## src/rtl/dump_reader_if.sv

```systemverilog
// Signal bundle between the dump reader, the channel RAM read port, the UART TX
// and the cmd/config block. slave = dump_reader side, master = environment side.
interface dump_reader_if #(
  parameter int unsigned LOG2 = 9
);
  logic            dump;
  logic [LOG2-1:0] last_waddr;
  logic [LOG2-1:0] raddr;
  logic            ren;
  logic [7:0]      rdata;
  logic [7:0]      tx_data;
  logic            trmt;
  logic            tx_done;
  logic            busy;
  logic            dump_done;

  modport slave (
    input  dump, last_waddr, rdata, tx_done,
    output raddr, ren, tx_data, trmt, busy, dump_done
  );

  modport master (
    output dump, last_waddr, rdata, tx_done,
    input  raddr, ren, tx_data, trmt, busy, dump_done
  );
endinterface

```

## src/rtl/dump_reader.sv

```systemverilog
// Reads one channel RAM oldest-sample-first out of the circular capture buffer
// and feeds each byte to the UART TX via the trmt/tx_done handshake.
module dump_reader #(
  parameter int unsigned ENTRIES = 384,
  parameter int unsigned LOG2    = 9
) (
  input  logic               clk,
  input  logic               rst_n,
  dump_reader_if.slave       bus
);

  typedef enum logic [1:0] {StIdle, StRead, StLatch, StWaitTx} state_t;

  localparam logic [LOG2-1:0] LastAddr = LOG2'(ENTRIES - 1);
  localparam logic [LOG2-1:0] One      = LOG2'(1);

  state_t          r_state, w_state_nxt;
  logic [LOG2-1:0] r_raddr, w_raddr_nxt;
  logic [LOG2-1:0] r_cnt, w_cnt_nxt;
  logic [7:0]      r_tx_data, w_tx_data_nxt;
  logic            r_trmt, w_trmt_nxt;
  logic            r_busy, w_busy_nxt;
  logic            r_dump_done, w_dump_done_nxt;

  always_ff @(posedge clk or negedge rst_n) begin
    if (!rst_n) begin
      r_state     <= StIdle;
      r_raddr     <= '0;
      r_cnt       <= '0;
      r_tx_data   <= '0;
      r_trmt      <= 1'b0;
      r_busy      <= 1'b0;
      r_dump_done <= 1'b0;
    end else begin
      r_state     <= w_state_nxt;
      r_raddr     <= w_raddr_nxt;
      r_cnt       <= w_cnt_nxt;
      r_tx_data   <= w_tx_data_nxt;
      r_trmt      <= w_trmt_nxt;
      r_busy      <= w_busy_nxt;
      r_dump_done <= w_dump_done_nxt;
    end
  end

  always_comb begin
    w_state_nxt     = r_state;
    w_raddr_nxt     = r_raddr;
    w_cnt_nxt       = r_cnt;
    w_tx_data_nxt   = r_tx_data;
    w_trmt_nxt      = 1'b0;
    w_busy_nxt      = r_busy;
    w_dump_done_nxt = 1'b0;

    unique case (r_state)
      StIdle: begin
        if (bus.dump) begin
          // Oldest sample sits just after the last write, wrapping at ENTRIES.
          w_raddr_nxt = (bus.last_waddr == LastAddr) ? '0 : bus.last_waddr + One;
          w_cnt_nxt   = '0;
          w_busy_nxt  = 1'b1;
          w_state_nxt = StRead;
        end
      end
      StRead: begin
        w_state_nxt = StLatch;
      end
      StLatch: begin
        w_tx_data_nxt = bus.rdata;
        w_trmt_nxt    = 1'b1;
        w_raddr_nxt   = (r_raddr == LastAddr) ? '0 : r_raddr + One;
        w_state_nxt   = StWaitTx;
      end
      StWaitTx: begin
        // tx_done seen alongside trmt belongs to the previous byte.
        if (bus.tx_done && !r_trmt) begin
          if (r_cnt == LastAddr) begin
            w_state_nxt     = StIdle;
            w_busy_nxt      = 1'b0;
            w_dump_done_nxt = 1'b1;
          end else begin
            w_cnt_nxt   = r_cnt + One;
            w_state_nxt = StRead;
          end
        end
      end
      default: begin
        w_state_nxt = StIdle;
      end
    endcase
  end

  assign bus.raddr     = r_raddr;
  assign bus.ren       = (r_state == StRead);
  assign bus.tx_data   = r_tx_data;
  assign bus.trmt      = r_trmt;
  assign bus.busy      = r_busy;
  assign bus.dump_done = r_dump_done;

endmodule

```

## src/flat_wrapper.sv

```systemverilog
// flat-port wrapper written by rule: the top's interface ports become plain ports
module dump_reader_flat 
#(
  parameter int unsigned ENTRIES = 384,
  parameter int unsigned LOG2    = 9
)
  (clk, rst_n, bus_dump, bus_last_waddr, bus_rdata, bus_tx_done, bus_raddr, bus_ren, bus_tx_data, bus_trmt, bus_busy, bus_dump_done);
  dump_reader_if #(.LOG2(LOG2)) bus_i ();
  input  logic clk;
  input  logic rst_n;
  input wire logic [$bits(bus_i.dump)-1:0] bus_dump;
  input wire logic [$bits(bus_i.last_waddr)-1:0] bus_last_waddr;
  input wire logic [$bits(bus_i.rdata)-1:0] bus_rdata;
  input wire logic [$bits(bus_i.tx_done)-1:0] bus_tx_done;
  output wire logic [$bits(bus_i.raddr)-1:0] bus_raddr;
  output wire logic [$bits(bus_i.ren)-1:0] bus_ren;
  output wire logic [$bits(bus_i.tx_data)-1:0] bus_tx_data;
  output wire logic [$bits(bus_i.trmt)-1:0] bus_trmt;
  output wire logic [$bits(bus_i.busy)-1:0] bus_busy;
  output wire logic [$bits(bus_i.dump_done)-1:0] bus_dump_done;
  assign bus_i.dump = bus_dump;
  assign bus_i.last_waddr = bus_last_waddr;
  assign bus_i.rdata = bus_rdata;
  assign bus_i.tx_done = bus_tx_done;
  assign bus_raddr = bus_i.raddr;
  assign bus_ren = bus_i.ren;
  assign bus_tx_data = bus_i.tx_data;
  assign bus_trmt = bus_i.trmt;
  assign bus_busy = bus_i.busy;
  assign bus_dump_done = bus_i.dump_done;
  dump_reader #(.ENTRIES(ENTRIES), .LOG2(LOG2)) u_core (.clk(clk), .rst_n(rst_n), .bus(bus_i));
endmodule
```

## config.mk

```make
export PLATFORM = sky130hd
export DESIGN_NAME = dump_reader_flat
export DESIGN_NICKNAME = d
export VERILOG_FILES = /design/src/rtl/dump_reader_if.sv /design/src/rtl/dump_reader.sv /design/src/flat_wrapper.sv
export SDC_FILE = /design/constraint.sdc
export NUM_CORES = 1
export LEC_CHECK = 0
export ABC_AREA = 1
export CAP_MARGIN = 20
export CORE_MARGIN = 10
export CORE_UTILIZATION = 46
export CTS_CLUSTER_DIAMETER = 80
export CTS_CLUSTER_SIZE = 20
export DETAILED_ROUTE_END_ITERATION = 10
export PLACE_DENSITY = 0.76
export SYNTH_ARGS = -nofsm -noshare
export SYNTH_HDL_FRONTEND = slang
export SYNTH_SLANG_ARGS = --single-unit
```

## constraint.sdc

```tcl
create_clock -name clk -period 1.6 [get_ports clk]
set_input_delay 0.32 -clock clk [delete_from_list [all_inputs] [get_ports clk]]
set_output_delay 0.32 -clock clk [all_outputs]
set_load 0.01 [all_outputs]
```

==> impl_results.md, run 1 <==
- Result of the run: complete, no violations
- Netlist cell types: 28
- Post-synthesis share of cell area spent on xor and xnor gates: under 10%
- Kind of critical path: reg2out
- EDFF count, synth: 0
- Cell taking the most area after synthesis: sky130_fd_sc_hd__dfrtp_1
- Overall die area: 7230 sq um
- PortBufs: 41
- Number of buffers inserted for hold repair after clock tree synthesis: 0
- Wirelength per Cell: roughly 13 um
- Synth Area in Compound Gates: 4.95%
- Share of synthesized area occupied by flip-flops and latches: between 30% and 40%
- WP buf/inv: 1
- Cell with the biggest individual delay on the critical path: sky130_fd_sc_hd__clkdlybuf4s50_1
- Filler Cell Count: roughly 350
- Share of post-route cells with drive strength above 1: 16.4%
- Placed wire-length estimate after detailed placement: 3600 um
- Synthesized area per cell: 7.07 sq um
- Number of nets in the layout: 370
- Area share of and/or/nand/nor cells after synthesis: 40.7%
- Time the worst path needs with I/O delays and setup: 1570 ps
- Async set-or-reset flop fraction in the synthesized netlist: 100%
- Clock Latency Late Sink: 280 ps
- X dimension of the die: 85.0 um
- Root Driver: sky130_fd_sc_hd__clkbuf_8
- Worst min-delay path category: in2async
- Total Wirelength: 5070 um
- Maximum vdd drop: 0.852 mV
- Worst slew margin: 77.4%
- Startpoint kind of the worst setup timing path: register
- Maximum fanout encountered on the critical timing path: 4
- Number of nets in the synthesized netlist: 304
- Clock tree from TritonCTS: done
- Static Leak: 1.48 nW
- Number of pins exceeding their max-slew limit in the final report: 0
- Number of violations of the max-capacitance limit: 0
- Final setup skew: 4.78 ps
- Core Region: about 4100 sq um
- Endpoint type of the worst setup path: output port
- GRT Total Usage: 13.6%
- Via count of the routed design: 1,936
- I/O pin count: 42
- Required @ worst endpoint: 1280 ps
- Number of rows in the core area: 23
- Top FF cell, synth: sky130_fd_sc_hd__dfrtp_1
- Total setup violations reported at the end of the flow: 0
- Most frequent cell after synthesis: sky130_fd_sc_hd__nand2_1
- Multiplexer share of the synthesized area: 0%
- Post-Synthesis Cells: 275
- Initial DRC count: 177
- Setup tns final: 0 ps
- Number of levels the H-tree was split into: 2
- Clock Pin Slew Worst Setup and Hold Paths: 70 ps
- Maximum clock frequency: 636 MHz
- Post-layout total power: 4.55 mW
- Vertical die dimension: 85.0 um
- Number of global-route vias before repair: 1,885
- Cell class contributing the biggest share of worst-path delay: buffers and inverters
- Relative area change from synthesis to final layout: 40.9%
- Final weighted congestion in routability-driven placement: 0.819
- Transition time of the tightest slew-check pin: 338 ps
- Sinks on Clock Net: 31
- Global-route congestion overflow total: 0
- Clock tree buffer depth: 2
- Number of buffers created by CTS: 5
- Maximum number of pins on one net before global-route repair: 32
- Worst setup timing slack at the placement stage: -220 ps
- Final worst path period share: a little under 100%
- Number of hold violations in the final report: 0
- Area share of the largest cell type after synthesis: 39.9%
- Post-synth top cells: 126 x sky130_fd_sc_hd__nand2_1, 31 x sky130_fd_sc_hd__dfrtp_1, 27 x sky130_fd_sc_hd__inv_1
- Via density per instance: roughly 4.9
- Cells traversed along the worst timing path: clkdlybuf4s50_1
- Number of optimization iterations in the first detailed-route pass: 4
- Leading cell types by total area after synthesis: sky130_fd_sc_hd__dfrtp_1 40%, sky130_fd_sc_hd__nand2_1 24%, sky130_fd_sc_hd__inv_1 5.2%, sky130_fd_sc_hd__ha_1 5.1%, sky130_fd_sc_hd__nand3_1 3.9%
- Yosys warns: 0
- Initial Utilization: 47.9%
- Largest incremental delay on the critical path: about 570 ps
- Mapped Area: 1940 sq um
- Post-synthesis share of cell area spent on full adders, half adders and majority gates: just over 5%
- Remaining number of nets flagged by the antenna check after routing: 0
- Final setup margin: roughly 27 ps
- Total power divided by cell area: approximately 1700 nW/um^2
- Wire length of the first global-routing pass: between 8000 and 9000 um
- Diode count: 0
- Antenna violations before repair: 0
- Count of state elements after synthesis: 31
- Main combinational cell family by area after synthesis: simple AND/OR/NAND/NOR gates
- Post-route DRC: 0
- Worst path arrival time: between 1000 and 1500 ps
-- what timing repair did --
item                                    CTS  global route
endpoints found under the setup margin    5            23
endpoints found under the hold margin     0             0
gates cloned                              0             1
buffers inserted                          0             4
pin swaps                                 0             7
gates resized for setup                   6            24
-- registers in the layout, indices dropped and copies added, names as in the netlist --
name,count
u_core.r_state,2
u_core.bus.raddr,9
u_core.bus.trmt,1
u_core.bus.tx_data,8
u_core.bus.busy,1
u_core.bus.dump_done,1
u_core.r_cnt,9
-- metrics by stage --
stage / instances / hold WS (ps) / cell area (sq um) / util [%]
2_1_floorplan: 275 / 24.4 / 1940 / -
3_3_place_gp: 379 / 453 / 2530 / 62.4
3_5_place_dp: 379 / 461 / 2530 / 62.4
4_1_cts: 387 / 409 / 2630 / 64.9
5_1_grt: 392 / 426 / 2740 / 67.5
6_report: 392 / 401 / 2740 / 67.5
-- worst paths after layout --
path                                        from               endpoint  slack, ps  depth (start not counted)
min                                        rst_n    u_core.bus.raddr[8]        400                          2
min in group clk           u_core.bus.tx_data[6]  u_core.bus.tx_data[6]        470                          2
min reg2reg                u_core.bus.tx_data[6]  u_core.bus.tx_data[6]        470                          2
max                          u_core.bus.raddr[3]           bus_raddr[3]         30                          1
max in group asynchronous                  rst_n    u_core.bus.raddr[4]       1010                          2
max reg2reg                    u_core.r_state[0]        u_core.r_cnt[1]        100                          8
-- logic make-up (layout without fill, tap and decap cells) --
kind of cell	after synthesis	after routing
AOI/OAI and AO/OA	17	17
xor gates and xnor gates	4	4
adders and majority gates	8	8
buffers and inverters	34	100
DFF	31	31
and+or+nand+nor	181	182
-- area by class of cell --
type                       instances  area (sq um)  share of cell area [%]
clock buffer                       8           100                    3.65
timing repair buffer              64           601                    21.9
multi-input combinational        211          1090                    39.9
tap                               50          62.6                    2.28
sequential                        31           778                    28.4
inverter                          28           105                    3.84
-- placed cells by master (no fill, tap or decap), types with 7 or more instances in the layout --
cell                              instances
sky130_fd_sc_hd__clkdlybuf4s50_1         33
sky130_fd_sc_hd__clkbuf_8                 7
sky130_fd_sc_hd__nand3_1                 15
sky130_fd_sc_hd__inv_1                   25
sky130_fd_sc_hd__nand2_1                124
sky130_fd_sc_hd__nor3_1                   8
sky130_fd_sc_hd__dfrtp_1                 29
sky130_fd_sc_hd__nor2_1                  17
sky130_fd_sc_hd__buf_4                   22
-- per-layer routing --
layer  track usage, %  vias up  share of wire (%)
li1                 -      986                  -
met1             15.7      866                 43
met2             22.1       75                 46
met3             5.16        9                9.7
met4             5.84        0                1.8
met5                0        -                  0
-- power by group --
part | internal, mW | switching, mW | total [mW] | leakage [nW]
clock network | 0.392 | 0.290 | 0.682 | 0.0515
logic | 1.10 | 1.41 | 2.51 | 1.04
registers | 1.08 | 0.277 | 1.36 | 0.390
total | 2.57 | 1.98 | 4.55 | 1.48
Power figures use the tool's default switching activity.
==> run 2: changes to the inputs <==
--- a/config.mk
+++ b/config.mk
@@ -7,11 +7,13 @@
 export LEC_CHECK = 0
 export ABC_AREA = 1
 export CAP_MARGIN = 20
+export CORE_ASPECT_RATIO = 0.7
 export CORE_MARGIN = 10
 export CORE_UTILIZATION = 46
 export CTS_CLUSTER_DIAMETER = 80
 export CTS_CLUSTER_SIZE = 20
 export DETAILED_ROUTE_END_ITERATION = 10
+export MAX_ROUTING_LAYER = met4
 export PLACE_DENSITY = 0.76
 export SYNTH_ARGS = -nofsm -noshare
 export SYNTH_HDL_FRONTEND = slang
==> impl_results.md, run 2 (synthesis gave the netlist of run 1 again) <==
- Result of the run: complete, no violations
- Post-layout total power: 4.52 mW (-0.68%)
- Worst path arrival time: 1230 ps (-20 ps)
- Initial Utilization: 48.7% (+0.77 points)
- Required @ worst endpoint: 1280 ps (about the same)
- Worst setup path startpoint: u_core.bus.raddr[6]
- Relative contribution of the clock network to total power: 13.6% (-1.4 points)
- I/O pin count: 42 (unchanged)
- Final weighted congestion in routability-driven placement: 0.898 (+9.7%)
- WP buf/inv: 1 (unchanged)
- Kind of critical path: reg2out
- Transition time of the tightest slew-check pin: 402 ps (+63.7 ps)
- FF-to-FF Start: u_core.bus.raddr[0]
- Cell with the biggest individual delay on the critical path: sky130_fd_sc_hd__clkdlybuf4s50_1
- X dimension of the die: 97.7 um (+15%)
- Most frequent cells in the layout: 123 x sky130_fd_sc_hd__nand2_1, 34 x sky130_fd_sc_hd__clkdlybuf4s50_1, 30 x sky130_fd_sc_hd__dfrtp_1
- Root Driver: sky130_fd_sc_hd__clkbuf_8
- Placed wire-length estimate after detailed placement: 3880 um (+7.8%)
- Overall die area: 7270 sq um (+0.57%)
- Number of violations of the max-capacitance limit: 0 (unchanged)
- Proportion of power drawn by combinational gates: 57.0% (+1.9 points)
- Global-route congestion overflow total: 0 (unchanged)
- Clock tree buffer depth: 2 (unchanged)
- Most frequent standard cell in the layout excluding fill and tap cells: sky130_fd_sc_hd__nand2_1
- Reg2Reg Capture Point: u_core.bus.raddr[4]
- Clock tree from TritonCTS: done
- Area post-placement: 2540 sq um (+0.40%)
- Sinks on Clock Net: 31 (unchanged)
- Fin Hold WS: 427 ps (+26.3 ps)
- Worst slew margin: 73.2% (-4.2 points)
- Maximum number of pins on one net before global-route repair: 32 (unchanged)
- Time the worst path needs with I/O delays and setup: 1550 ps (-19.2 ps)
- GRT Total Usage: 14.3% (+0.65 points)
- Setup tns final: 0 ps (unchanged)
- Number of nets in the layout: 372 (+0.54%)
- R2R cell count: 8 (unchanged)
- Startpoint kind of the worst setup timing path: register
- Number of global-route vias before repair: 1,768 (-6.2%)
- Clock Pin Slew Worst Setup and Hold Paths: 70 ps (about the same)
- Maximum vdd drop: 0.867 mV (+1.7%)
- Maximum fanout encountered on the critical timing path: 4 (unchanged)
- Number of rows in the core area: 19 (-17%)
- Final worst path period share: 97.1% (-1.2 points)
- Remaining number of nets flagged by the antenna check after routing: 0 (unchanged)
- Diode count: 0 (unchanged)
- Cells traversed along the worst timing path: clkdlybuf4s50_1
- Via count of the routed design: 1,940 (+0.21%)
- Number of optimization iterations in the first detailed-route pass: 4 (unchanged)
- Sequential Power Share: 29.4% (-0.5 points)
- Final setup skew: 4.84 ps (+0.0605 ps)
- Wire length of the first global-routing pass: 8260 um (unchanged)
- Number of hold violations in the final report: 0 (unchanged)
- Total Wirelength: 5180 um (+2.0%)
- Clock Latency Late Sink: 290 ps (about the same)
- Maximum clock frequency: 644 MHz (+1.2%)
- Endpoint type of the worst setup path: output port
- Cell class contributing the biggest share of worst-path delay: buffers and inverters
- Number of buffers created by CTS: 5 (unchanged)
- Share of post-route cells with drive strength above 1: 16.9% (+0.49 points)
- Filler Cell Count: 367 (+4.3%)
- Post-route DRC: 0 (unchanged)
- Vertical die dimension: 74.4 um (-12%)
- Number of pins exceeding their max-slew limit in the final report: 0 (unchanged)
- Static Leak: 1.46 nW (-1.1%)
- Core Region: 3990 sq um (-1.6%)
- Largest incremental delay on the critical path: 560 ps (about the same)
- Initial DRC count: 113 (-36%)
- Number of levels the H-tree was split into: 2 (unchanged)
- Total power divided by cell area: 1660 nW/um^2 (about the same)
- PortBufs: 41 (unchanged)
- Relative area change from synthesis to final layout: 40.0%
- Post-route standard cell area excluding fillers: 2720 sq um (-0.59%)
- Via density per instance: 4.90 (-0.81%)
- Switching share of total power: 43.3% (-0.20 points)
- Antenna violations before repair: 0 (unchanged)
- Number of buffers inserted for hold repair after clock tree synthesis: 0 (unchanged)
- Minimum setup slack among reg-to-reg paths: 80 ps (-20 ps)
- Worst min-delay path category: in2async
- Net switching power: 1.95 mW (-1.1%)
- Total setup violations reported at the end of the flow: 0 (unchanged)
- Design internal power: 2.56 mW (-0.33%)
- Wirelength per Cell: 13.1 um (+1.0%)
==> run 2: repair_timing <==
action,CTS,global route
resized for setup,4,21
cloned,0,0
setup buffers,1,5
endpoints found under the hold margin,0,0
setup endpoints to repair,4,26
==> run 2: final cells by class <==
| type | instances | area (sq um) | share of cell area (%) |
|---|---|---|---|
| clock buffer | 6 | 72.6 | 2.67 |
| clock inverter | 2 | 12.5 | 0.460 |
| inverter | 28 | 105 | 3.86 |
| multi-input combinational | 210 | 1060 | 38.9 |
| sequential | 31 | 777 | 28.5 |
| tap | 52 | 65.1 | 2.39 |
| timing repair buffer | 67 | 632 | 23.2 |
==> run 2: how the worst max path moves through the flow <==
stage	to	depth (start not counted)
global route	u_core.r_state[0]	8
finish	bus_raddr[6]	1
floorplan	u_core.bus.raddr[8]	8
CTS	u_core.bus.raddr[5]	9
detailed placement	u_core.bus.raddr[3]	11
global placement	u_core.bus.raddr[3]	11
==> run 2: stage by stage <==
stage	utilization (%)	worst slack (ps)	std cells
final	68.2	46.1	396
after global routing	68.2	-9.60	396
after CTS	66.0	2.21	391
after detailed placement	63.7	-194	382
after global placement	63.7	-128	382
after floorplan	-	93.0	275
==> run 2: power by group through the flow <==
stage,logic [mW],clock network [mW],registers [mW]
finish,2.57,0.612,1.33
global placement,2.32,0,1.33
floorplan,1.28,0,1.41
detailed placement,2.37,0,1.33
global route,2.86,0.666,1.37
CTS,2.39,0.636,1.32
==> run 2: metal layers <==
layer / track usage (%) / vias up / part of all wire, %
li1: - / 991 / -
met1: 18.9 / 879 / 49
met2: 19.3 / 64 / 41
met3: 5.27 / 6 / 8.7
met4: 5.14 / 0 / 1.0
met5: - / - / 0
